## src/rtl/seg_capture.sv

```systemverilog
// Captures a multiplexed 7-segment HH:MM:SS display into a BCD frame.
// Each digit must be seen stable for STABLE_CNT qualified samples before it is accepted.
module seg_capture #(
  parameter int STABLE_CNT = 3
) (
  input  logic        clk,
  input  logic        rst,
  input  logic [6:0]  seg_in,
  input  logic [5:0]  dig_en,
  input  logic        sample_en,
  output logic [23:0] frame_bcd,
  output logic        frame_valid,
  output logic        pattern_err
);

  localparam logic [3:0] STABLE = 4'(STABLE_CNT);

  logic [12:0] samp_q, samp_d;
  logic [3:0]  cnt_q, cnt_d;
  logic [5:0]  seen_q, seen_d;
  logic [23:0] shadow_q, shadow_d;
  logic [23:0] frame_q, frame_d;
  logic        fv_q, fv_d;
  logic        pe_q, pe_d;

  logic        onehot;
  logic        commit;
  logic [2:0]  idx;
  logic        dec_ok;
  logic [3:0]  dec_val;
  logic        in_range;

  // Active-low segment patterns, {g,f,e,d,c,b,a}
  always_comb begin
    dec_ok  = 1'b1;
    dec_val = 4'd0;
    unique case (seg_in)
      7'b1000000: dec_val = 4'd0;
      7'b1111001: dec_val = 4'd1;
      7'b0100100: dec_val = 4'd2;
      7'b0110000: dec_val = 4'd3;
      7'b0011001: dec_val = 4'd4;
      7'b0010010: dec_val = 4'd5;
      7'b0000010: dec_val = 4'd6;
      7'b1111000: dec_val = 4'd7;
      7'b0000000: dec_val = 4'd8;
      7'b0010000: dec_val = 4'd9;
      default:    dec_ok  = 1'b0;
    endcase
  end

  always_comb begin
    idx = 3'd0;
    for (int i = 0; i < 6; i++) begin
      if (dig_en[i]) idx = 3'(i);
    end
  end

  assign onehot = (dig_en != 6'd0) && ((dig_en & (dig_en - 6'd1)) == 6'd0);

  // Tens digits of seconds/minutes stop at 5, tens of hours at 2
  always_comb begin
    in_range = 1'b1;
    if ((idx == 3'd1 || idx == 3'd3) && dec_val > 4'd5) in_range = 1'b0;
    if (idx == 3'd5 && dec_val > 4'd2) in_range = 1'b0;
  end

  always_comb begin
    samp_d   = samp_q;
    cnt_d    = cnt_q;
    seen_d   = seen_q;
    shadow_d = shadow_q;
    frame_d  = frame_q;
    fv_d     = 1'b0;
    pe_d     = 1'b0;
    commit   = 1'b0;

    if (sample_en) begin
      if (!onehot) begin
        cnt_d = 4'd0;
      end else if ({dig_en, seg_in} == samp_q) begin
        if (cnt_q < STABLE) begin
          cnt_d  = cnt_q + 4'd1;
          commit = (cnt_q + 4'd1 == STABLE);
        end
      end else begin
        samp_d = {dig_en, seg_in};
        cnt_d  = 4'd1;
        commit = (STABLE == 4'd1);
      end
    end

    if (commit) begin
      if (!dec_ok || !in_range) begin
        pe_d   = 1'b1;
        seen_d = 6'd0;
      end else begin
        shadow_d[{idx, 2'b00} +: 4] = dec_val;
        seen_d[idx] = 1'b1;
        if (seen_d == 6'b111111) begin
          frame_d = shadow_d;
          fv_d    = 1'b1;
          seen_d  = 6'd0;
        end
      end
    end
  end

  always_ff @(posedge clk) begin
    if (rst) begin
      samp_q   <= '0;
      cnt_q    <= '0;
      seen_q   <= '0;
      shadow_q <= '0;
      frame_q  <= '0;
      fv_q     <= 1'b0;
      pe_q     <= 1'b0;
    end else begin
      samp_q   <= samp_d;
      cnt_q    <= cnt_d;
      seen_q   <= seen_d;
      shadow_q <= shadow_d;
      frame_q  <= frame_d;
      fv_q     <= fv_d;
      pe_q     <= pe_d;
    end
  end

  assign frame_bcd   = frame_q;
  assign frame_valid = fv_q;
  assign pattern_err = pe_q;

endmodule

```

## config.mk

```make
export PLATFORM = sky130hd
export DESIGN_NAME = seg_capture
export DESIGN_NICKNAME = d
export VERILOG_FILES = /design/src/rtl/seg_capture.sv
export SDC_FILE = /design/constraint.sdc
export NUM_CORES = 1
export LEC_CHECK = 0
export CORE_AREA = 4 4 107 109
export CTS_CLUSTER_SIZE = 10
export DETAILED_ROUTE_END_ITERATION = 7
export DIE_AREA = 0 0 111 113
export PLACE_DENSITY = 0.62
export REMOVE_ABC_BUFFERS = 1
export SETUP_SLACK_MARGIN = 0.5
export SLEW_MARGIN = 20
export SYNTH_ARGS = -nofsm -noshare
export SYNTH_HDL_FRONTEND = slang
export SYNTH_SLANG_ARGS = --single-unit
```

## constraint.sdc

```tcl
create_clock -name clk -period 3.93 [get_ports clk]
set_clock_uncertainty 0.05 [all_clocks]
set_input_delay 0.786 -clock clk [delete_from_list [all_inputs] [get_ports clk]]
set_output_delay 0.786 -clock clk [all_outputs]
set_load 0.01 [all_outputs]
```

==> results_dict.tcl <==
set metrics [dict create \
    synth_edf_count 0 \
    die_w_um 111 \
    grt_max_degree 38 \
    die-height_um 113 \
    htree_levels 3 \
    required_ns 4.14 \
    setup_ws_ns 0.612 \
    async_reset_ff_frac 0 \
    clock_sinks 73 \
    wirelength_um 10800 \
    drt-met1-wl_um 4930 \
    path_max_fanout 6 \
    ant_nets 0 \
    synth_cells 468 \
    die_area_um2 12500 \
    utilization 0.472 \
    clockBufferDepth 2 \
    ys_seq_elements 73 \
    arrival_ns 3.53 \
    clk_pin_slew_worst_paths_ns 0.08 \
    route.detailed.drc 0 \
    initial_core_util 0.390 \
    netlist_area_um2 4140 \
    syn_avg_cell_area_um2 8.84 \
    ios 42 \
    antenna_found_initial 0 \
    end_kind "flip-flop" \
    vias_per_cell 5.60 \
    clock.fmax_ghz 0.301 \
    insertion_delay_ns 0.35 \
    grt_overflow 0 \
    cp-start-kind "input pin" \
    core_area_um2 10600 \
    fin_crit_sh 0.844 \
    wl_per_cell_um 16.5 \
    slew_headroom 0.316 \
    firstDrtPassIters 4 \
    yosysTopAreaCell "dfxtp_1" \
    dr_wl_met3_um 572 \
    synth_top_area_share 0.353 \
    drt_first_iter_violations 207 \
    synth.distinct_cells 68 \
    peakVddDrop_uv 195 \
    clock-root-buffer "clkbuf_8" \
    critPathKind "input pin to flip-flop" \
    slew_viol_final 0 \
    highest_layer "met4" \
    power.density_nw_per_um2 312 \
    rsz0062_at_grt "true" \
    status "complete, no violations" \
    hold_viol_final 0 \
    cts_tree "yes" \
    syn_to_final_growth_pct 20.8 \
    finalInstanceArea_um2 5000 \
    yosysSeqAreaShare 0.353 \
    met2_length_um 5120 \
    p_leak_nw 1.89 \
    synth_area_leaders "dfxtp_1 35%, mux2i_1 9.7%, nand2_1 3.9%, nor2_1 3.3%, a21oi_1 2.9%" \
    synth-main-ff-cell "dfxtp_1" \
    dp_slack_ns 0.0552 \
    io_buffers 41 \
    power_mw 1.56 \
    row_count 38 \
    post_dp_cell_area_um2 4700 \
    cts_buffers 9 \
    max_cap_violations 0 \
    final_nets 534 \
    worst_pin_slew_ns 1.02 \
    place_hpwl_um 7730 \
    hold_class "flip-flop to flip-flop" \
    antennaDiodeCount 0 \
    grt_pass1_wl_um 17800 \
    vias 3671 \
    period_minus_slack_ns 3.32 \
    gp_congestion 0.890 \
    final_layout_size_suffix_gt1_frac 0.151 \
    setup_violations 0 \
    grt_pass1_vias 3562 \
    setup_tns_ns 0 \
    ys_warn_count 0 \
    track_usage 0.174 \
]
[critical path: stages]
cell and delay (ns):
clkdlybuf4s50_1 0.41, nand2b_1 0.18, a21o_1 0.22, nand2_1 0.15, inv_1 0.09, ha_1 0.21
ha_2 0.20, nor2_1 0.12, o21ai_0 0.37, nor2b_1 0.40, mux2i_1 0.13, a311oi_1 0.26
[state kept, by name (all words and copies together), names as in the netlist]
signal / flops
frame_valid: 1
cnt_q: 4
shadow_q: 24
seen_q: 6
frame_bcd: 24
pattern_err: 1
samp_q: 13
[metrics by stage]
step                instances  hold WS (ns)
finish                    655         0.413
floorplan                 426         0.385
detailed placement        636         0.403
global route              655         0.436
global placement          636         0.395
CTS                       652         0.418
[area by class of cell]
type / count / area (um2)
clock buffers: 11 / 151
clock inverters: 5 / 62.6
fillers: 1048 / 5600
inverters: 11 / 41.3
multi-input cells: 342 / 2450
flip-flops and latches: 73 / 1460
well taps: 140 / 175
repair buffers: 73 / 658
[cells by family after synthesis]
family	share of synthesized area
adders and majority gates	0.0269
AOI/OAI and AO/OA	0.203
muxes	0.105
buffers and inverters	0.0677
xor gates and xnor gates	0.0296
and+or+nand+nor	0.215
DFF	0.353
[cell usage after synthesis, types with 4 or more instances]
cell	number
a211oi_1	4
a21oi_1	24
a22o_1	11
a311oi_1	13
a31oi_1	4
a41oi_1	11
buf_2	11
buf_6	6
clkbuf_1	19
dfxtp_1	73
ha_1	8
inv_1	10
mux2i_1	40
nand2_1	43
nand2b_1	5
nand3_1	5
nand3b_1	5
nand4_1	13
nor2_1	36
nor2b_1	8
nor3_1	12
o211ai_1	4
o21ai_0	11
o31ai_1	9
or2_2	4
xnor2_1	13
[metal layers]
| metal | vias up | global-route usage |
|---|---|---|
| met3 | 13 | 0.0316 |
| li1 | 1816 | - |
| met2 | 87 | 0.284 |
| met5 | - | 0 |
| met1 | 1755 | 0.230 |
| met4 | 0 | 0.0640 |
[worst paths after layout]
path / from / slack (ns) / to / cells past startpoint
worst max register to register: cnt_q[0] / 1.43 / frame_bcd[1] / 7
worst min-delay path: frame_bcd[13] / 0.41 / frame_bcd[13] / 2
worst max-delay path: dig_en[2] / 0.61 / frame_bcd[20] / 12
worst min register to register: frame_bcd[13] / 0.41 / frame_bcd[13] / 2
[placed cells by master, fill, tap and decap left out, types with 5 or more instances in the layout]
cell type        synthesis  final
clkdlybuf4s50_1          0     35
buf_4                    3     32
nand3_1                  5      5
o31ai_1                  9      9
nor3_1                  12     11
clkbuf_8                 0     11
dlymetal6s2s_1           0      5
a21oi_1                 24     23
nand4_1                 13     13
inv_1                   10     10
a22o_1                  11     11
ha_1                     8      7
a41oi_1                 11     11
nor2_1                  36     36
nand2b_1                 5      5
nand3b_1                 5      5
mux2i_1                 40     40
dfxtp_1                 73     73
xnor2_1                 13     13
a311oi_1                13     13
o21ai_0                 11     10
nor2b_1                  8      8
nand2_1                 43     43
[report_power, final]
group	internal, mW	switching [mW]	total, mW	leakage [nW]
Clock	0.331	0.301	0.633	0.102
Sequential	0.744	0.00378	0.748	0.589
Combinational	0.0689	0.109	0.178	1.20
Total	1.14	0.414	1.56	1.89
[timing repair]
item                       CTS  global route
pin swaps                    0             3
hold buffers                 0             0
buffers inserted             0             3
setup endpoints to repair   16            57
hold endpoints to repair     0             0
cloned                       0             0
resized for setup            3            13
(Power assumes the default switching activity.)
